### config.mk
export PLATFORM = sky130hd
export DESIGN_NAME = instr_encoder
export DESIGN_NICKNAME = d
export VERILOG_FILES = /design/src/rtl/instr_enc_pkg.sv /design/src/rtl/instr_encoder_pack.sv /design/src/rtl/instr_encoder.sv
export SDC_FILE = /design/constraint.sdc
export NUM_CORES = 1
export LEC_CHECK = 0
export ABC_CLOCK_PERIOD_IN_PS = 3090
export CAP_MARGIN = 15
export CORE_UTILIZATION = 25
export CTS_CLUSTER_SIZE = 40
export DETAILED_ROUTE_END_ITERATION = 8
export GPL_ROUTABILITY_DRIVEN = 0
export GPL_TIMING_DRIVEN = 0
export SYNTH_ARGS = -nofsm -noshare
export SYNTH_HDL_FRONTEND = slang
export SYNTH_HIERARCHICAL = 1
export SYNTH_SLANG_ARGS = --single-unit
### constraint.sdc
create_clock -name clk -period 3.09 [get_ports clk]
set_input_delay 0.309 -clock clk [delete_from_list [all_inputs] [get_ports clk]]
set_output_delay 0.309 -clock clk [all_outputs]
set_load 0.01 [all_outputs]
### src/rtl/instr_enc_pkg.sv
// Shared types and encoding constants for the MIPS program loader.
// Latency: n/a (declarations only).
// Backpressure: n/a.
package instr_enc_pkg;

   localparam int IM_DEPTH = 1024;
   localparam int IM_AW    = $clog2(IM_DEPTH);

   // Symbolic operations presented on in_op; 10..15 are illegal.
   typedef enum logic [3:0] {
      OP_NOP  = 4'd0,
      OP_ADDU = 4'd1,
      OP_SUBU = 4'd2,
      OP_ORI  = 4'd3,
      OP_LW   = 4'd4,
      OP_SW   = 4'd5,
      OP_BEQ  = 4'd6,
      OP_LUI  = 4'd7,
      OP_JAL  = 4'd8,
      OP_JR   = 4'd9
   } op_e;

   // Primary opcodes.
   localparam logic [5:0] OPC_SPECIAL = 6'b000000;
   localparam logic [5:0] OPC_ORI     = 6'b001101;
   localparam logic [5:0] OPC_LW      = 6'b100011;
   localparam logic [5:0] OPC_SW      = 6'b101011;
   localparam logic [5:0] OPC_BEQ     = 6'b000100;
   localparam logic [5:0] OPC_LUI     = 6'b001111;
   localparam logic [5:0] OPC_JAL     = 6'b000011;

   // SPECIAL funct codes.
   localparam logic [5:0] FUNCT_ADDU  = 6'b100001;
   localparam logic [5:0] FUNCT_SUBU  = 6'b100011;
   localparam logic [5:0] FUNCT_JR    = 6'b001000;

   typedef enum logic [1:0] {
      ST_IDLE = 2'd0,
      ST_LOAD = 2'd1,
      ST_DONE = 2'd2
   } state_e;

   // One symbolic instruction request as seen by the packer.
   typedef struct packed {
      logic [3:0]  op;
      logic [4:0]  rs;
      logic [4:0]  rt;
      logic [4:0]  rd;
      logic [15:0] imm;
      logic [25:0] target;
   } req_t;

endpackage

### src/rtl/instr_encoder_pack.sv
// Combinational packer: symbolic request -> 32-bit MIPS word plus illegal-op flag.
// Latency: 0 cycles (pure combinational).
// Backpressure: none; result valid whenever the request fields are.
module instr_pack
   import instr_enc_pkg::*;
(
   input  req_t        req,
   output logic [31:0] word,
   output logic        illegal
);

   // Field packing per operation; fields an op does not use are simply not referenced.
   always_comb begin
      word    = 32'h0;
      illegal = 1'b0;
      case (req.op)
         OP_NOP:  word = 32'h0;
         OP_ADDU: word = {OPC_SPECIAL, req.rs, req.rt, req.rd, 5'b00000, FUNCT_ADDU};
         OP_SUBU: word = {OPC_SPECIAL, req.rs, req.rt, req.rd, 5'b00000, FUNCT_SUBU};
         OP_ORI:  word = {OPC_ORI, req.rs, req.rt, req.imm};
         OP_LW:   word = {OPC_LW,  req.rs, req.rt, req.imm};
         OP_SW:   word = {OPC_SW,  req.rs, req.rt, req.imm};
         OP_BEQ:  word = {OPC_BEQ, req.rs, req.rt, req.imm};
         OP_LUI:  word = {OPC_LUI, 5'b00000, req.rt, req.imm};
         OP_JAL:  word = {OPC_JAL, req.target};
         OP_JR:   word = {OPC_SPECIAL, req.rs, 15'b0, FUNCT_JR};
         default: begin
            word    = 32'h0;
            illegal = 1'b1;
         end
      endcase
   end

endmodule

### src/rtl/instr_encoder.sv
// Program loader: encodes symbolic requests into MIPS words and streams them into instruction memory; ENC_ERR_CHECK_EN adds illegal-op dropping and a sticky err port.
// Latency: 1 cycle from accepted request to im_we/im_addr/im_wdata.
// Backpressure: in_ready only in LOAD, low while full or during a start pulse; one write per cycle sustained.
module instr_encoder
   import instr_enc_pkg::*;
(
   input  logic        clk,
   input  logic        reset,
   input  logic        start,
   input  logic        in_valid,
   output logic        in_ready,
   input  logic [3:0]  in_op,
   input  logic [4:0]  in_rs,
   input  logic [4:0]  in_rt,
   input  logic [4:0]  in_rd,
   input  logic [15:0] in_imm,
   input  logic [25:0] in_target,
   input  logic        in_last,
   output logic        im_we,
   output logic [9:0]  im_addr,
   output logic [31:0] im_wdata,
   output logic        busy,
   output logic        done,
`ifdef ENC_ERR_CHECK_EN
   output logic        err,
`endif
   output logic        full
);

   state_e            state_q;
   state_e            state_d;
   logic [IM_AW-1:0]  wr_ptr_q;
   logic              xfer;
   logic              wr_acc;
   logic              at_top;
   req_t              req_dat;
   logic [31:0]       pack_word;
   logic              pack_illegal;
   logic [31:0]       wdata_sel;

   assign req_dat = '{op: in_op, rs: in_rs, rt: in_rt, rd: in_rd,
                      imm: in_imm, target: in_target};

   instr_pack u_pack (
      .req     (req_dat),
      .word    (pack_word),
      .illegal (pack_illegal)
   );

   // start wins over a coincident transfer, so it also masks in_ready.
   assign in_ready = (state_q == ST_LOAD) && !full && !start;
   assign xfer     = in_valid && in_ready;
   assign at_top   = (wr_ptr_q == IM_AW'(IM_DEPTH - 1));
   assign busy     = (state_q == ST_LOAD);
   assign done     = (state_q == ST_DONE);

`ifdef ENC_ERR_CHECK_EN
   // Illegal ops are consumed but never written.
   assign wr_acc    = xfer && !pack_illegal;
   assign wdata_sel = pack_word;
`else
   // Illegal ops go to memory as NOP.
   assign wr_acc    = xfer;
   assign wdata_sel = pack_illegal ? 32'h0 : pack_word;
`endif

   // State register.
   always_ff @(posedge clk) begin
      if (reset) state_q <= ST_IDLE;
      else       state_q <= state_d;
   end

   // Next state: an in_last transfer ends the load even if it was dropped; the top word ends it only when written.
   always_comb begin
      state_d = state_q;
      case (state_q)
         ST_IDLE: if (start) state_d = ST_LOAD;
         ST_LOAD: if ((xfer && in_last) || (wr_acc && at_top)) state_d = ST_DONE;
         ST_DONE: if (start) state_d = ST_LOAD;
         default: state_d = ST_IDLE;
      endcase
   end

   // Write port, address counter and full flag; a write registered before start still drains at its own address.
   always_ff @(posedge clk) begin
      if (reset) begin
         im_we    <= 1'b0;
         im_addr  <= '0;
         im_wdata <= 32'h0;
         wr_ptr_q <= '0;
         full     <= 1'b0;
      end else begin
         im_we <= wr_acc;
         if (wr_acc) begin
            im_addr  <= wr_ptr_q;
            im_wdata <= wdata_sel;
            wr_ptr_q <= wr_ptr_q + 1'b1;
         end
         if (start) begin
            wr_ptr_q <= '0;
         end
         if (start)                full <= 1'b0;
         else if (wr_acc && at_top) full <= 1'b1;
      end
   end

`ifdef ENC_ERR_CHECK_EN
   // Sticky illegal-op flag, cleared by the next program load.
   always_ff @(posedge clk) begin
      if (reset)                     err <= 1'b0;
      else if (start)                err <= 1'b0;
      else if (xfer && pack_illegal) err <= 1'b1;
   end
`endif

endmodule

==> results of run 1 <==
==> kinds of logic (layout without fill, tap and decap cells) <==
logic type	after synthesis	after routing	synth area share
compound gates	82	82	0.187
xor+xnor	9	9	0.0282
fa+ha+maj	1	1	0.00447
buf+inv	31	149	0.0756
flops	56	56	0.401
other cells	1	1	0.00134
simple gates	158	158	0.302
==> sequential cells by signal, summed over array words and instances, names as in the netlist <==
register  count
full          1
im_addr      10
im_wdata     32
im_we         1
state_q       2
wr_ptr_q     10
==> power by group <==
| part | internal [W] | switching (W) |
|---|---|---|
| Clock | 0.000162 | 0.000251 |
| Sequential | 0.000728 | 0.00000438 |
| Combinational | 0.000140 | 0.000103 |
==> worst min-delay path by stage <==
stage,start,end,slack [ps]
after global routing,reset,im_wdata[15],470
after floorplan,wr_ptr_q[9],im_addr[9],440
final,reset,im_wdata[15],420
after CTS,reset,im_wdata[15],410
after global placement,im_wdata[14],im_wdata[14],440
after detailed placement,im_wdata[28],im_wdata[28],450
==> cell type report <==
cell class | instances | area, µm²
Multi-Input combinational cell | 251 | 1460
Clock buffer | 6 | 72.6
Sequential cell | 56 | 1120
Timing Repair Buffer | 110 | 1100
Tap cell | 140 | 175
Inverter | 2 | 12.5
Clock inverter | 2 | 16.3
Buffer | 29 | 199
Fill cell | 1124 | 6730
==> per-layer routing <==
| layer | track usage | up-vias | wire length (µm) |
|---|---|---|---|
| li1 | - | 1414 | - |
| met5 | 0 | - | 0 |
| met2 | 0.250 | 81 | 4050 |
| met1 | 0.178 | 1304 | 3790 |
| met4 | 0.0411 | 0 | 87 |
| met3 | 0.0393 | 5 | 611 |
==> critical path: stages <==
cell and delay (ps):
clkdlybuf4s50_1 460, or4b_1 470, buf_2 180, clkinv_4 70, clkdlybuf4s50_1 530
==> placed cells by master, fill, tap and decap left out, types with 2 or more instances in the layout <==
| cell | count |
|---|---|
| nand2_1 | 69 |
| nor2b_1 | 5 |
| o22ai_1 | 5 |
| nand3b_1 | 32 |
| clkinv_4 | 2 |
| xnor2_1 | 6 |
| clkbuf_1 | 15 |
| buf_8 | 4 |
| buf_4 | 5 |
| nor3_1 | 3 |
| buf_6 | 3 |
| nand2b_1 | 3 |
| buf_2 | 3 |
| nand4_1 | 3 |
| clkdlybuf4s50_1 | 110 |
| xor2_1 | 3 |
| a21o_1 | 4 |
| a21oi_1 | 49 |
| or3b_1 | 2 |
| dfxtp_1 | 56 |
| a221o_1 | 7 |
| nand3_1 | 3 |
| a22o_1 | 12 |
| and2_1 | 6 |
| clkbuf_8 | 5 |
| nor2_1 | 17 |
| and3_1 | 4 |
==> stage by stage <==
stage	hold WS [ps]	power [W]	setup slack [ps]	instance area, µm²	cells
floorplan	440	0.000864	1380	2800	338
global placement	438	0.000991	562	4070	588
detailed placement	446	0.000994	530	4070	588
CTS	410	0.00141	743	4160	596
global route	470	0.00145	665	4160	596
finish	418	0.00139	753	4160	596
==> qor.csv, run 1 <==
stage,metric,value,unit
run_status,status,completed,
yosys,synth_area,2800,µm²
min_path,hold_class,input port to flip-flop,
grt,grtUsageTotal,0.146,
yosys,yosys_warnings,6,
flow_run,maxCapViolCount,0,
final_layout,num_antenna_cells,0,
sta,finClkSkew,9.15,ps
power_and_ir_drop,cellPowerDensity,334,nW/µm²
critical_path,cp.required,2780,ps
sta,hold_viol,0,
yosys,ys_top_cells_by_count,"nand2_1 (69), dfxtp_1 (56), a21oi_1 (49)",
clocking,clock_sinks,56,
yosys,synthCells,338,
clocking,clockRootBuffer,clkbuf_8,
critical_path,timing.rr.start,full,
drt,avgViaCountPerCell,4.70,
drt,wire_per_inst,14.3,µm
yosys,yosysTopAreaCell,dfxtp_1,
critical_path,rrSetupSlack,1090,ps
grt,grt_pass1_vias,2614,
sta,period_minus_slack,2340,ps
drt,antenna_left,0,
sta,setup_viol_count_final,0,
clocking,path_clk_slew,110,ps
power_and_ir_drop,leakagePower,1.42,nW
sta,max_slew.worst_pin.slew,564,ps
grt,grt_max_degree,18,
yosys,synth_nets,405,
critical_path,worstSetupPathType,input port to output port,
sta,slew_headroom,0.624,
yosys,ys_seq_elements,56,
critical_path,crit_end,in_ready,
floorplan,fp.dieW,108,µm
clocking,hold_buffers,0,
floorplan,std_cell_rows,38,
drt,vias,2804,
yosys,synth_edf_count,0,
floorplan,core,10900,µm²
drt,drt-total-wl,8540,µm
critical_path,r2r_end,im_wdata[17],
placement,hpwlAfterDp,6450,µm
sta,finalSetupTns,0,ps
floorplan,die_h,108,µm
critical_path,worstPathMaxFanout,6,
final_layout,layout-drive-gt1-share,0.0658,
critical_path,endpoint_kind,output port,
drt,drc,0,
final_layout,nets,522,
yosys,avgSynthCellArea,8.27,µm²
clocking,clock_path_buffers,2,
min_path,min_path_cells,2,
grt,grt_pass1_wl,13100,µm
critical_path,r2r_cells,7,
floorplan,io_pins,113,
sta,post-route-period-util,0.756,
yosys,yosysTopAreaCellShare,0.401,
yosys,synthFlopType,dfxtp_1,
critical_path,startpoint_type,input port,
drt,drt_iter0_drc,87,
yosys,async_flop_share,0,
grt,gr-total-overflow,0,
clocking,htree_num_levels,2,
sta,drv_slew,0,
grt,antenna_found_initial,0,
clocking,cts_made_buffers,5,
yosys,yosysSeqAreaShare,0.401,
sta,rsz0062_at_grt,no,
clocking,cts_resized,0,
yosys,synth_area_leaders,"dfxtp_1 (40%), nand2_1 (9.3%), a21oi_1 (8.8%), nand3b_1 (8.6%), a22o_1 (3.8%)",
final_layout,syn_to_final_growth,48.8,%
drt,dr.pass1.iters,4,
clocking,cts_tree,yes,
critical_path,arrival,2030,ps
sta,max_freq,428,MHz
power_and_ir_drop,irDropWorstVdd,184,µV
clocking,clk_latency,310,ps
yosys,synth.most_common_cell,nand2_1,
final_layout,fin_util,0.382,
floorplan,dieArea,11600,µm²
floorplan,start_util,0.257,
critical_path,cp-startpoint,start,
yosys,yosysUniqueCellTypes,44,
clocking,postCtsSetupBuffers,0,
placement,io_buffer_count,110,
Power figures use the tool's default switching activity.
==> run 2: changes to the inputs <==
--- a/config.mk
+++ b/config.mk
@@ -5,7 +5,7 @@
 export SDC_FILE = /design/constraint.sdc
 export NUM_CORES = 1
 export LEC_CHECK = 0
-export ABC_CLOCK_PERIOD_IN_PS = 3090
+export ABC_CLOCK_PERIOD_IN_PS = 2400
 export CAP_MARGIN = 15
 export CORE_UTILIZATION = 25
 export CTS_CLUSTER_SIZE = 40
==> constraint.sdc (replaced) <==
create_clock -name clk -period 2.4 [get_ports clk]
set_input_delay 0.24 -clock clk [delete_from_list [all_inputs] [get_ports clk]]
set_output_delay 0.24 -clock clk [all_outputs]
set_load 0.01 [all_outputs]
==> results of run 2 <==
The final DEF is identical to that of run 1. Status: completed.
Among the figures that moved: setup slack after placement 530 ps -> -91.5 ps; setup slack after layout 753 ps -> 201 ps; hold slack 418 ps -> 349 ps; register-to-register setup slack 1090 ps -> 400 ps; total power 0.00139 W -> 0.00179 W; worst IR drop on VDD 184 µV -> 237 µV
==> run 3: changes to the inputs <==
--- a/config.mk
+++ b/config.mk
@@ -12,6 +12,8 @@
 export DETAILED_ROUTE_END_ITERATION = 8
 export GPL_ROUTABILITY_DRIVEN = 0
 export GPL_TIMING_DRIVEN = 0
+export SETUP_SLACK_MARGIN = 0.05
+export SLEW_MARGIN = 20
 export SYNTH_ARGS = -nofsm -noshare
 export SYNTH_HDL_FRONTEND = slang
 export SYNTH_HIERARCHICAL = 1
==> qor.csv, run 3 (synthesis gave the netlist of run 1 again) <==
stage,metric,value,unit
critical_path,timing.rr.start,full,
clocking,clockRootBuffer,clkbuf_8,
power_and_ir_drop,irDropWorstVdd,237,µV
drt,wire_per_inst,14.2,µm
drt,avgViaCountPerCell,4.71,
floorplan,std_cell_rows,38,
clocking,cts_resized,0,
sta,fin_ws,201,ps
clocking,clock_path_buffers,2,
sta,post-route-period-util,0.916,
floorplan,dieArea,11600,µm²
floorplan,fp.dieW,108,µm
power_and_ir_drop,cell_internal_pwr,0.00133,W
final_layout,fillers,1124,
critical_path,slowest_stage,clkdlybuf4s50_1,
critical_path,cp_slowest_stage_delay,530,ps
final_layout,num_antenna_cells,0,
clocking,clk_latency,310,ps
power_and_ir_drop,switchingPower,0.000461,W
floorplan,start_util,0.257,
drt,vias,2803,
final_layout,layout-drive-gt1-share,0.0659,
critical_path,critical_path.top_delay_family,buffers and inverters,
clocking,htree_num_levels,2,
grt,grt_pass1_wl,13100,µm
final_layout,top_register,im_wdata,
critical_path,crit_chain,clkdlybuf4s50_1 > or4b_1 > buf_2 > clkinv_4 > clkdlybuf4s50_1,
min_path,min_from,reset,
critical_path,worstPathMaxFanout,6,
floorplan,die_h,108,µm
clocking,hold_buffers,0,
flow_run,maxCapViolCount,0,
grt,grt_pass1_vias,2614,
power_and_ir_drop,netSwitchingFraction,0.258,
final_layout,nets,521,
grt,grtUsageTotal,0.146,
critical_path,rrSetupSlack,400,ps
clocking,postCtsSetupBuffers,0,
grt,grt_max_degree,18,
critical_path,worstSetupPathType,input port to output port,
power_and_ir_drop,cellPowerDensity,430,nW/µm²
drt,dr.pass1.iters,4,
critical_path,r2r_end,im_wdata[17],
final_layout,syn_to_final_growth,48.7,%
sta,max_slew.worst_pin.slew,564,ps
final_layout,final_cell_mix,"clkdlybuf4s50_1 (110), nand2_1 (69), dfxtp_1 (56)",
clocking,clock_sinks,56,
sta,max_freq,455,MHz
power_and_ir_drop,leakagePower,1.41,nW
final_layout,seq_area,1120,µm²
sta,period_minus_slack,2200,ps
sta,drv_slew,0,
floorplan,core,10900,µm²
power_and_ir_drop,p_seq_frac,0.528,
placement,hpwlAfterDp,6450,µm
sta,finClkSkew,9.39,ps
min_path,hold_class,input port to flip-flop,
clocking,path_clk_slew,110,ps
drt,drc,0,
critical_path,arrival,1960,ps
drt,antenna_left,0,
final_layout,fin_util,0.382,
critical_path,endpoint_kind,output port,
power_and_ir_drop,combPwrFrac,0.175,
final_layout,final_common_cell,clkdlybuf4s50_1,
grt,gr-total-overflow,0,
final_layout,largest_reg_flops,32,
final_layout,multi_input_area,1460,µm²
grt,antenna_found_initial,0,
placement,dpl_worst_slack,-91.5,ps
min_path,min_path_cells,2,
min_path,holdPathEnd,im_wdata[15],
clocking,cts_made_buffers,5,
sta,rsz0062_at_grt,no,
drt,drt_iter0_drc,78,
critical_path,cp.required,2160,ps
sta,setup_viol_count_final,0,
final_layout,reg_top3,"im_wdata (32), im_addr (10), wr_ptr_q (10)",
run_status,status,completed,
critical_path,cp_common_cell,clkdlybuf4s50_1,
sta,hold_viol,0,
drt,drt-total-wl,8470,µm
clocking,cts_tree,yes,
critical_path,crit_buf_inv,4,
power_and_ir_drop,p_clk_frac,0.298,
placement,io_buffer_count,110,
critical_path,startpoint_type,input port,
floorplan,io_pins,113,
sta,slew_headroom,0.624,
critical_path,r2r_cells,7,
run 3: changes by cell type in the layout (fill, tap and decap cells not counted), sizes merged:
cell | previous run | this run
clkbuf | 20 | 19
run 3: power by group through the flow:
stage | sequential, W | combinational (W) | clock (W)
6_report | 0.000943 | 0.000312 | 0.000532
5_1_grt | 0.000945 | 0.000341 | 0.000581
4_1_cts | 0.000943 | 0.000317 | 0.000552
3_5_place_dp | 0.000964 | 0.000316 | 0
3_3_place_gp | 0.000964 | 0.000312 | 0
2_1_floorplan | 0.000967 | 0.000146 | 0
run 3: stage by stage:
step | setup TNS, ps | instances | area (µm²) | hold slack [ps] | total power [W]
after CTS | 0 | 596 | 4160 | 341 | 0.00181
after global routing | 0 | 595 | 4160 | 401 | 0.00187
after detailed placement | -1840 | 588 | 4070 | 446 | 0.00128
after global placement | -977 | 588 | 4070 | 438 | 0.00128
after floorplan | 0 | 338 | 2800 | 410 | 0.00111
final | 0 | 595 | 4160 | 349 | 0.00179
run 3: area by class of cell:
class	instances	share of cell area
plain buffers	28	0.0469
well taps	140	0.0421
inverters	2	0.00301
flip-flops and latches	56	0.270
repair buffers	110	0.265
clock inverters	2	0.00391
multi-input cells	251	0.352
clock buffers	6	0.0175
run 3: worst max path at each step:
stage                  end  slack [ps]  cells after the start     start
2_1_floorplan  im_wdata[1]         690                      8      full
3_3_place_gp   im_wdata[5]         -60                      7  in_op[3]
3_5_place_dp   im_wdata[5]         -90                      7  in_op[3]
4_1_cts           in_ready         180                      4      full
5_1_grt           in_ready         110                      4      full
6_report          in_ready         200                      5     start
run 3: routing by layer:
metal	GRT usage	share of wire	up-vias
li1	-	-	1412
met1	0.178	0.44	1303
met2	0.250	0.48	83
met3	0.0393	0.073	5
met4	0.0411	0.010	0
met5	0	0	-
run 3: worst register-to-register path, delay by kind of cell (launching register included):
family                 cells  cell delay (ps)
AND/OR/NAND/NOR            3              870
AO/OA/AOI/OAI              1               70
flip-flops                 1              350
buffers and inverters      3              590
